**config.mk**
```make
export PLATFORM = sky130hd
export DESIGN_NAME = qam_tx_source
export DESIGN_NICKNAME = d
export VERILOG_FILES = /design/src/rtl/qam_tx_source.sv
export SDC_FILE = /design/constraint.sdc
export NUM_CORES = 1
export LEC_CHECK = 0
export CAP_MARGIN = 30
export CORE_ASPECT_RATIO = 0.75
export CORE_MARGIN = 2
export CORE_UTILIZATION = 42
export DETAILED_ROUTE_END_ITERATION = 16
export GPL_ROUTABILITY_DRIVEN = 0
export GPL_TIMING_DRIVEN = 1
export PLACE_DENSITY = 0.79
export SYNTH_ARGS = -nofsm -noshare
export SYNTH_HDL_FRONTEND = slang
export SYNTH_SLANG_ARGS = --single-unit
```
**constraint.sdc**
```tcl
create_clock -name clk -period 1.5 [get_ports clk]
set_input_delay 0.375 -clock clk [delete_from_list [all_inputs] [get_ports clk]]
set_output_delay 0.375 -clock clk [all_outputs]
set_load 0.05 [all_outputs]
```
**src/rtl/qam_tx_source.sv**
```systemverilog
// rtl/qam_tx_source.sv - PRBS-driven Gray-coded square M-QAM test source with per-rail upsampling
//
// Ports:
//   clk          system clock (sys_clk)
//   reset        asynchronous, active-high
//   sam_clk_en   one-cycle sample enable
//   hold_mode    0 = zero-stuff, 1 = sample-and-hold between symbols
//   load         reload the LFSR from seed_in (0 selects SEED); wins over an emit
//   seed_in      seed value for load
//   i_out/q_out  signed 1s17 in-phase / quadrature samples
//   sym_strobe   high the cycle after a symbol is emitted
//   sym_bits     raw PRBS bits of the current symbol
//   cycle_mark   pulses with sym_strobe when the symbol came from state == SEED
//   err_inject   (only with QAM_TX_ERR_INJECT_EN) arms a one-shot I-field bit flip
//
// Optional feature macro: QAM_TX_ERR_INJECT_EN
module qam_tx_source #(
  parameter int BITS_PER_SYM = 4,
  parameter int UPSAMPLE     = 4,
  parameter int OUT_WIDTH    = 18,
  parameter int LEVEL_STEP   = 8192,
  parameter logic [21:0] SEED = 22'h3FFFFF
) (
  input  logic                        clk,
  input  logic                        reset,
  input  logic                        sam_clk_en,
  input  logic                        hold_mode,
  input  logic                        load,
  input  logic [21:0]                 seed_in,
`ifdef QAM_TX_ERR_INJECT_EN
  input  logic                        err_inject,
`endif
  output logic signed [OUT_WIDTH-1:0] i_out,
  output logic signed [OUT_WIDTH-1:0] q_out,
  output logic                        sym_strobe,
  output logic [BITS_PER_SYM-1:0]     sym_bits,
  output logic                        cycle_mark
);

  localparam int H  = BITS_PER_SYM / 2;
  localparam int L  = 1 << H;
  localparam int WW = OUT_WIDTH + 4;
  localparam int CW = $clog2(UPSAMPLE);
  localparam logic [CW-1:0] LAST = CW'(UPSAMPLE - 1);

  localparam logic signed [WW-1:0] OFFS    = WW'(L - 1);
  localparam logic signed [WW-1:0] STEP_W  = WW'(LEVEL_STEP);
  localparam logic signed [WW-1:0] SAT_MAX = WW'((1 << (OUT_WIDTH - 1)) - 1);
  localparam logic signed [WW-1:0] SAT_MIN = ~SAT_MAX;

  if (BITS_PER_SYM < 2 || BITS_PER_SYM > 8 || (BITS_PER_SYM % 2) != 0) begin : g_bad_bps
    $error("qam_tx_source: BITS_PER_SYM must be even and in 2..8");
  end
  if (UPSAMPLE < 2 || UPSAMPLE > 16) begin : g_bad_ups
    $error("qam_tx_source: UPSAMPLE must be in 2..16");
  end
  if (SEED == 22'h0) begin : g_bad_seed
    $error("qam_tx_source: SEED must be non-zero");
  end

  // Gray field -> index k -> level (2k-(L-1))*LEVEL_STEP, saturated to OUT_WIDTH.
  function automatic logic signed [OUT_WIDTH-1:0] map_level(input logic [H-1:0] g);
    logic [H-1:0]           k;
    logic signed [WW-1:0]   lvl;
    k[H-1] = g[H-1];
    for (int i = H - 2; i >= 0; i--) begin
      k[i] = k[i+1] ^ g[i];
    end
    lvl = ($signed(WW'({k, 1'b0})) - OFFS) * STEP_W;
    if (lvl > SAT_MAX)      map_level = SAT_MAX[OUT_WIDTH-1:0];
    else if (lvl < SAT_MIN) map_level = SAT_MIN[OUT_WIDTH-1:0];
    else                    map_level = lvl[OUT_WIDTH-1:0];
  endfunction

  logic [21:0]   lfsr;
  logic [CW-1:0] phase;
  logic          emit;
  logic [H-1:0]  i_field;
  logic [H-1:0]  q_field;

  assign emit = sam_clk_en && !load && (phase == '0);

`ifdef QAM_TX_ERR_INJECT_EN
  localparam logic [H-1:0] I_FLIP = H'(1) << (H - 1);
  logic armed;

  // The flip lands on the I-field MSB, turning e.g. Gray 11 into 01.
  assign i_field = lfsr[BITS_PER_SYM-1:H] ^ (armed ? I_FLIP : '0);

  always_ff @(posedge clk or posedge reset) begin
    if (reset) begin
      armed <= 1'b0;
    end else if (emit) begin
      // A pulse coinciding with the consuming emit re-arms only if nothing was pending.
      armed <= err_inject && !armed;
    end else if (err_inject) begin
      armed <= 1'b1;
    end
  end
`else
  assign i_field = lfsr[BITS_PER_SYM-1:H];
`endif

  assign q_field = lfsr[H-1:0];

  always_ff @(posedge clk or posedge reset) begin
    if (reset) begin
      lfsr       <= SEED;
      phase      <= '0;
      i_out      <= '0;
      q_out      <= '0;
      sym_strobe <= 1'b0;
      sym_bits   <= '0;
      cycle_mark <= 1'b0;
    end else begin
      sym_strobe <= 1'b0;
      cycle_mark <= 1'b0;
      if (load) begin
        lfsr  <= (seed_in == 22'h0) ? SEED : seed_in;
        phase <= '0;
        i_out <= '0;
        q_out <= '0;
      end else if (sam_clk_en) begin
        phase <= (phase == LAST) ? '0 : phase + CW'(1);
        if (emit) begin
          lfsr       <= {lfsr[20:0], lfsr[21] ^ lfsr[20]};
          sym_bits   <= lfsr[BITS_PER_SYM-1:0];
          i_out      <= map_level(i_field);
          q_out      <= map_level(q_field);
          sym_strobe <= 1'b1;
          cycle_mark <= (lfsr == SEED);
        end else if (!hold_mode) begin
          i_out <= '0;
          q_out <= '0;
        end
      end
    end
  end

endmodule
```
==> results of run 1 <==
-- area by class of cell --
type,count,area (µm²),area share
flip-flops and latches,35,903,0.303
well taps,72,90.1,0.0302
multi-input cells,160,1130,0.379
clock inverters,2,35.0,0.0117
inverters,4,15.0,0.00503
repair buffers,57,726,0.243
clock buffers,6,82.6,0.0277
-- worst max-delay path: stages --
cell             delay (ns)
clkdlybuf4s50_1        0.43
nor4_2                 0.32
nand4_1                0.16
buf_6                  0.20
o22ai_1                0.19
-- power breakdown --
part	internal (mW)	total, mW	leakage (nW)	switching (mW)
registers	1.12	1.25	0.398	0.130
logic	0.486	1.09	0.833	0.607
clock network	0.538	0.899	0.0612	0.361
total	2.14	3.24	1.29	1.10
-- kinds of logic after synthesis --
kind of cell,Yosys count,share of synthesized area
muxes,5,0.0248
AOI/OAI and AO/OA,55,0.161
other,1,0.00169
and+or+nand+nor,69,0.208
adders and majority gates,5,0.0282
DFF,35,0.407
buffers and inverters,53,0.169
-- path summary, 6_finish.rpt --
path / startpoint / end / slack [ns] / cells after the start
setup / recovery: seed_in[18] / lfsr[17] / 0.05 / 5
hold / removal: reset / sym_bits[3] / 0.42 / 3
setup reg to reg: phase[0] / sym_bits[3] / 0.06 / 5
hold reg to reg: sym_bits[1] / sym_bits[1] / 0.58 / 1
max in group asynchronous: reset / lfsr[21] / 0.82 / 3
min in group clk: sym_bits[1] / sym_bits[1] / 0.58 / 1
-- registers in the layout (all words and copies together), names as in the netlist --
register and cells:
i_out 3, cycle_mark 1, phase 2, sym_bits 4, q_out 2, sym_strobe 1
lfsr 22
-- through the flow --
step                utilization  total power, mW  instance area (µm²)  hold slack (ns)  std cells
finish                    0.599             3.24                 2980            0.425        336
global route              0.599             3.38                 2980            0.456        336
CTS                       0.582             3.22                 2900            0.436        336
detailed placement        0.553             2.31                 2760            0.546        327
global placement          0.553             2.28                 2760            0.545        327
floorplan                     -             1.92                 2310            0.509        248
-- layer usage --
layer | vias up | GRT usage
met2 | 80 | 0.295
met3 | 5 | 0.0644
li1 | 835 | -
met4 | 0 | 0.0538
met5 | - | 0
met1 | 837 | 0.232
-- synth_stat cells, types with 5 or more instances --
cell / number / share of area
o22ai_1: 22 / 0.062
buf_4: 34 / 0.11
dfstp_2: 22 / 0.26
clkbuf_1: 5 / 0.0085
a21oi_1: 6 / 0.014
and3_1: 22 / 0.062
dfrtp_1: 13 / 0.15
o21ai_0: 5 / 0.011
ha_1: 5 / 0.028
and2b_1: 18 / 0.061
a211oi_1: 22 / 0.074
nand4_1: 6 / 0.017
-- repair_timing --
item,in CTS,in global routing
setup endpoints to repair,14,22
cloned,0,0
gates resized for setup,4,17
pin swaps,2,4
buffers inserted,1,0
==> flow_metrics.py, run 1 <==
metrics = {
    "outcome": {
        "outcome": "complete, no violations",
    },
    "yosys": {
        "synth_cell_types": 33,
        "synth_area_mm2": 0.00222,
        "syn_avg_cell_area_um2": 9.96,
        "synth-async-reset-ratio": 1.00,
        "synth-seq-area-share": 0.407,
        "yosysWarningCount": 0,
        "syn_inst": 223,
        "synth_edf_count": 0,
        "synth-main-ff-cell": "dfstp_2",
        "synth-seq-cells": 35,
    },
    "run": {
        "cap_viol_max_count": 0,
    },
    "routing": {
        "first_pass_iters": 4,
        "route.met3.wl_um": 398,
        "vias": 1757,
        "viasPerCell": 5.23,
        "drtAntennaViolNets": 0,
        "highest-signal-layer": "met4",
        "drc_errors": 0,
        "wl_met1_um": 2170,
        "wirelength_um": 5050,
        "dr_wl_met2_um": 2440,
        "routedWlPerCell_um": 15.0,
        "first_iter_violations": 182,
    },
    "die": {
        "die-area_mm2": 0.00589,
        "io_pins": 69,
        "chipHeight_um": 67.0,
        "rows": 22,
        "coreArea_mm2": 0.00498,
        "initial_core_util": 0.446,
        "chipWidth_um": 88.0,
    },
    "clock_tree": {
        "cts_sinks": 35,
        "clk-insertion-delay-late_ns": 0.30,
        "clkSlewWorstSetupHoldPaths_ns": 0.07,
        "htreeDepth": 2,
        "cts_tree": "done",
        "clk_root_buffer_cell": "clkbuf_8",
        "cts.path.max_buffers": 2,
        "cts_made_buffers": 5,
        "hold_buffers": 0,
    },
    "global_routing": {
        "grt_usage": 0.183,
        "grt_pass1_vias": 1673,
        "grt_start_max_net_pins": 45,
        "grt_pass1_wl_um": 7980,
        "grt_overflow": 0,
        "antenna_found_initial": 0,
    },
    "sta": {
        "finalSetupViolations": 0,
        "report.final.slew_viol_count": 0,
        "tns_ns": 0,
        "finalHoldViolations": 0,
        "rsz0062_at_grt": "true",
        "fin_skew_ns": 0.00387,
        "clock.fmax_mhz": 689,
        "final.setup.worst_slack_ns": 0.0478,
        "period_needed_ns": 1.45,
        "period_share": 0.968,
    },
    "place": {
        "portBuffers": 42,
        "dpl.hpwl_um": 3520,
        "pre_cts_ws_ns": -0.361,
    },
    "worst_setup_path": {
        "crit_path_start_kind": "primary input",
        "critPathKind": "in -> reg",
        "cp.arrival_ns": 1.67,
        "required_ns": 1.72,
        "crit_path_max_fanout": 22,
        "critPathCaptureType": "flop",
    },
    "power_and_ir_drop": {
        "p_leak_nw": 1.29,
        "powerDensity_mw_per_mm2": 1090,
        "peakVddDrop_uv": 442,
    },
    "final_layout": {
        "antenna_cells": 0,
        "num-fill-cells": 427,
        "drive_gt1_frac": 0.337,
        "areaGrowthSynthToFinish_pct": 34.4,
        "final_cell_mix": "26 x conb_1, 26 x clkdlybuf4s50_1, 22 x and3_1, 22 x o22ai_1, 22 x dfstp_2",
        "fin_nets": 295,
    },
    "worst_hold_path": {
        "hp-class": "in -> async",
    },
}
No activity file was read; power rests on OpenSTA's default activity.
==> inputs of run 2 (changes only) <==
--- a/config.mk
+++ b/config.mk
@@ -13,6 +13,7 @@
 export GPL_ROUTABILITY_DRIVEN = 0
 export GPL_TIMING_DRIVEN = 1
 export PLACE_DENSITY = 0.79
+export RECOVER_POWER = 50
 export SYNTH_ARGS = -nofsm -noshare
 export SYNTH_HDL_FRONTEND = slang
 export SYNTH_SLANG_ARGS = --single-unit
==> run 2 against run 1 <==
Net effect: maximum frequency fell by 1.4%; non-clock buffer count did not move; total power down 0.17%; die area is the same; critical path type unchanged.
==> flow_metrics.py, run 2 (same netlist as run 1, synthesis figures left out) <==
metrics = {
    "clock_tree": {
        "htreeDepth": 2,
        "cts_tree": "done",
        "clk_root_buffer_cell": "clkbuf_8",
        "cts_made_buffers": 5,
        "cts.path.max_buffers": 2,
        "clkSlewWorstSetupHoldPaths_ns": 0.07,
        "cts_sinks": 35,
        "clk-insertion-delay-late_ns": 0.30,
    },
    "power_and_ir_drop": {
        "p_leak_nw": 1.29,
        "powerDensity_mw_per_mm2": 1090,
        "power_mw": 3.24,
        "peakVddDrop_uv": 442,
    },
    "routing": {
        "first_pass_iters": 4,
        "routedWlPerCell_um": 15.1,
        "wirelength_um": 5080,
        "drc_errors": 0,
        "viasPerCell": 5.29,
        "first_iter_violations": 132,
        "vias": 1778,
        "drtAntennaViolNets": 0,
    },
    "sta": {
        "tns_ns": 0,
        "period_share": 0.982,
        "slew_headroom": 0.434,
        "clock.fmax_mhz": 679,
        "fin_skew_ns": 0.00339,
        "final.setup.worst_slack_ns": 0.0276,
        "period_needed_ns": 1.47,
        "worst_pin_slew_ns": 0.848,
        "finalHoldViolations": 0,
        "rsz0062_at_grt": "true",
        "finalSetupViolations": 0,
        "report.final.slew_viol_count": 0,
    },
    "final_layout": {
        "fin_nets": 295,
        "top_regs": "lfsr x22, sym_bits x4, i_out x3",
        "areaGrowthSynthToFinish_pct": 33.7,
        "largest_register_ffs": 22,
        "final_common_cell": "conb_1",
        "stdcell_area_mm2": 0.00297,
        "final_util": 0.596,
        "multi_input_area_mm2": 0.00113,
        "antenna_cells": 0,
        "largest-register": "lfsr",
        "num-fill-cells": 429,
        "final_cell_mix": "26 x conb_1, 25 x clkdlybuf4s50_1, 22 x and3_1, 22 x o22ai_1, 22 x dfstp_2",
        "drive_gt1_frac": 0.337,
        "seqCellArea_um2": 903,
    },
    "worst_setup_path": {
        "r2r_cells": 5,
        "critPathCaptureType": "flop",
        "crit_path_max_fanout": 22,
        "critPathKind": "in -> reg",
        "crit_path_start_kind": "primary input",
        "cp.arrival_ns": 1.69,
        "slowest_delay_ns": 0.43,
        "required_ns": 1.72,
        "crit_path_top_delay_cell": "clkdlybuf4s50_1",
        "timing.critical_path.from": "seed_in[18]",
        "r2r-end": "sym_bits[3]",
        "crit_chain": "clkdlybuf4s50_1 -> nor4_2 -> nand4_1 -> buf_6 -> o22ai_1",
        "ff2ff_setup_slack_ns": 0.06,
        "crit_path_end": "lfsr[15]",
        "r2r-start": "phase[0]",
    },
    "run": {
        "cap_viol_max_count": 0,
    },
    "global_routing": {
        "grt_overflow": 0,
        "antenna_found_initial": 0,
        "grt_pass1_wl_um": 7980,
        "grt_start_max_net_pins": 45,
        "grt_usage": 0.183,
        "grt_pass1_vias": 1673,
    },
    "place": {
        "dpl-instance-area_mm2": 0.00276,
        "dpl.hpwl_um": 3520,
        "portBuffers": 42,
        "pre_cts_ws_ns": -0.361,
    },
    "die": {
        "chipHeight_um": 67.0,
        "rows": 22,
        "chipWidth_um": 88.0,
        "coreArea_mm2": 0.00498,
        "io_pins": 69,
        "die-area_mm2": 0.00589,
        "initial_core_util": 0.446,
    },
    "outcome": {
        "outcome": "complete, no violations",
    },
    "worst_hold_path": {
        "hp-class": "reg -> reg",
    },
}
==> run 2: what timing repair did <==
action,CTS,global route
hold buffers,0,0
endpoints found under the setup margin,14,22
cloned,0,0
endpoints found under the hold margin,0,0
resized for setup,4,17
buffers inserted,1,0
pin swaps,2,4
==> run 2: through the flow <==
stage / hold WS [ns] / std cells
after global routing: 0.609 / 336
after detailed placement: 0.546 / 327
after global placement: 0.545 / 327
after floorplan: 0.509 / 248
final: 0.584 / 336
after CTS: 0.436 / 336
==> run 2: layout make-up <==
type,instances,area share
Sequential cell,35,0.304
Clock buffer,6,0.0278
Tap cell,72,0.0303
Clock inverter,2,0.0118
Timing Repair Buffer,57,0.239
Inverter,4,0.00506
Multi-Input combinational cell,160,0.381
==> run 2: where the power goes <==
group | total, mW | switching [mW] | internal [mW]
Sequential | 1.25 | 0.130 | 1.12
Combinational | 1.09 | 0.608 | 0.481
Clock | 0.897 | 0.359 | 0.538
==> run 2: routing by layer <==
metal | vias to the layer above | track usage | wire [µm] | part of all wire
li1 | 836 | - | - | -
met1 | 844 | 0.232 | 2190 | 0.43
met2 | 91 | 0.295 | 2440 | 0.48
met3 | 7 | 0.0644 | 386 | 0.076
met4 | 0 | 0.0538 | 61 | 0.012
met5 | - | 0 | 0 | 0
==> run 2: how the worst min path moves through the flow <==
stage          slack, ns          end        start  depth (start not counted)
6_report            0.58  sym_bits[2]  sym_bits[2]                          1
5_1_grt             0.61  sym_bits[1]  sym_bits[1]                          1
4_1_cts             0.44    q_out[14]        reset                          3
3_5_place_dp        0.55   cycle_mark     lfsr[16]                          2
3_3_place_gp        0.55     phase[1]     phase[1]                          2
2_1_floorplan       0.51   cycle_mark        reset                          1
==> run 2: critical path, delay by kind of cell <==
kind,cells,cell delay (ns)
buf+inv,2,0.63
compound gates,1,0.20
simple gates,2,0.48
==> inputs of run 3 (changes only) <==
--- a/config.mk
+++ b/config.mk
@@ -9,6 +9,7 @@
 export CORE_ASPECT_RATIO = 0.75
 export CORE_MARGIN = 2
 export CORE_UTILIZATION = 42
+export CTS_CLUSTER_SIZE = 12
 export DETAILED_ROUTE_END_ITERATION = 16
 export GPL_ROUTABILITY_DRIVEN = 0
 export GPL_TIMING_DRIVEN = 1
==> results of run 3 <==
Same layout as run 2: the final DEF is identical, and so are final timing and power.
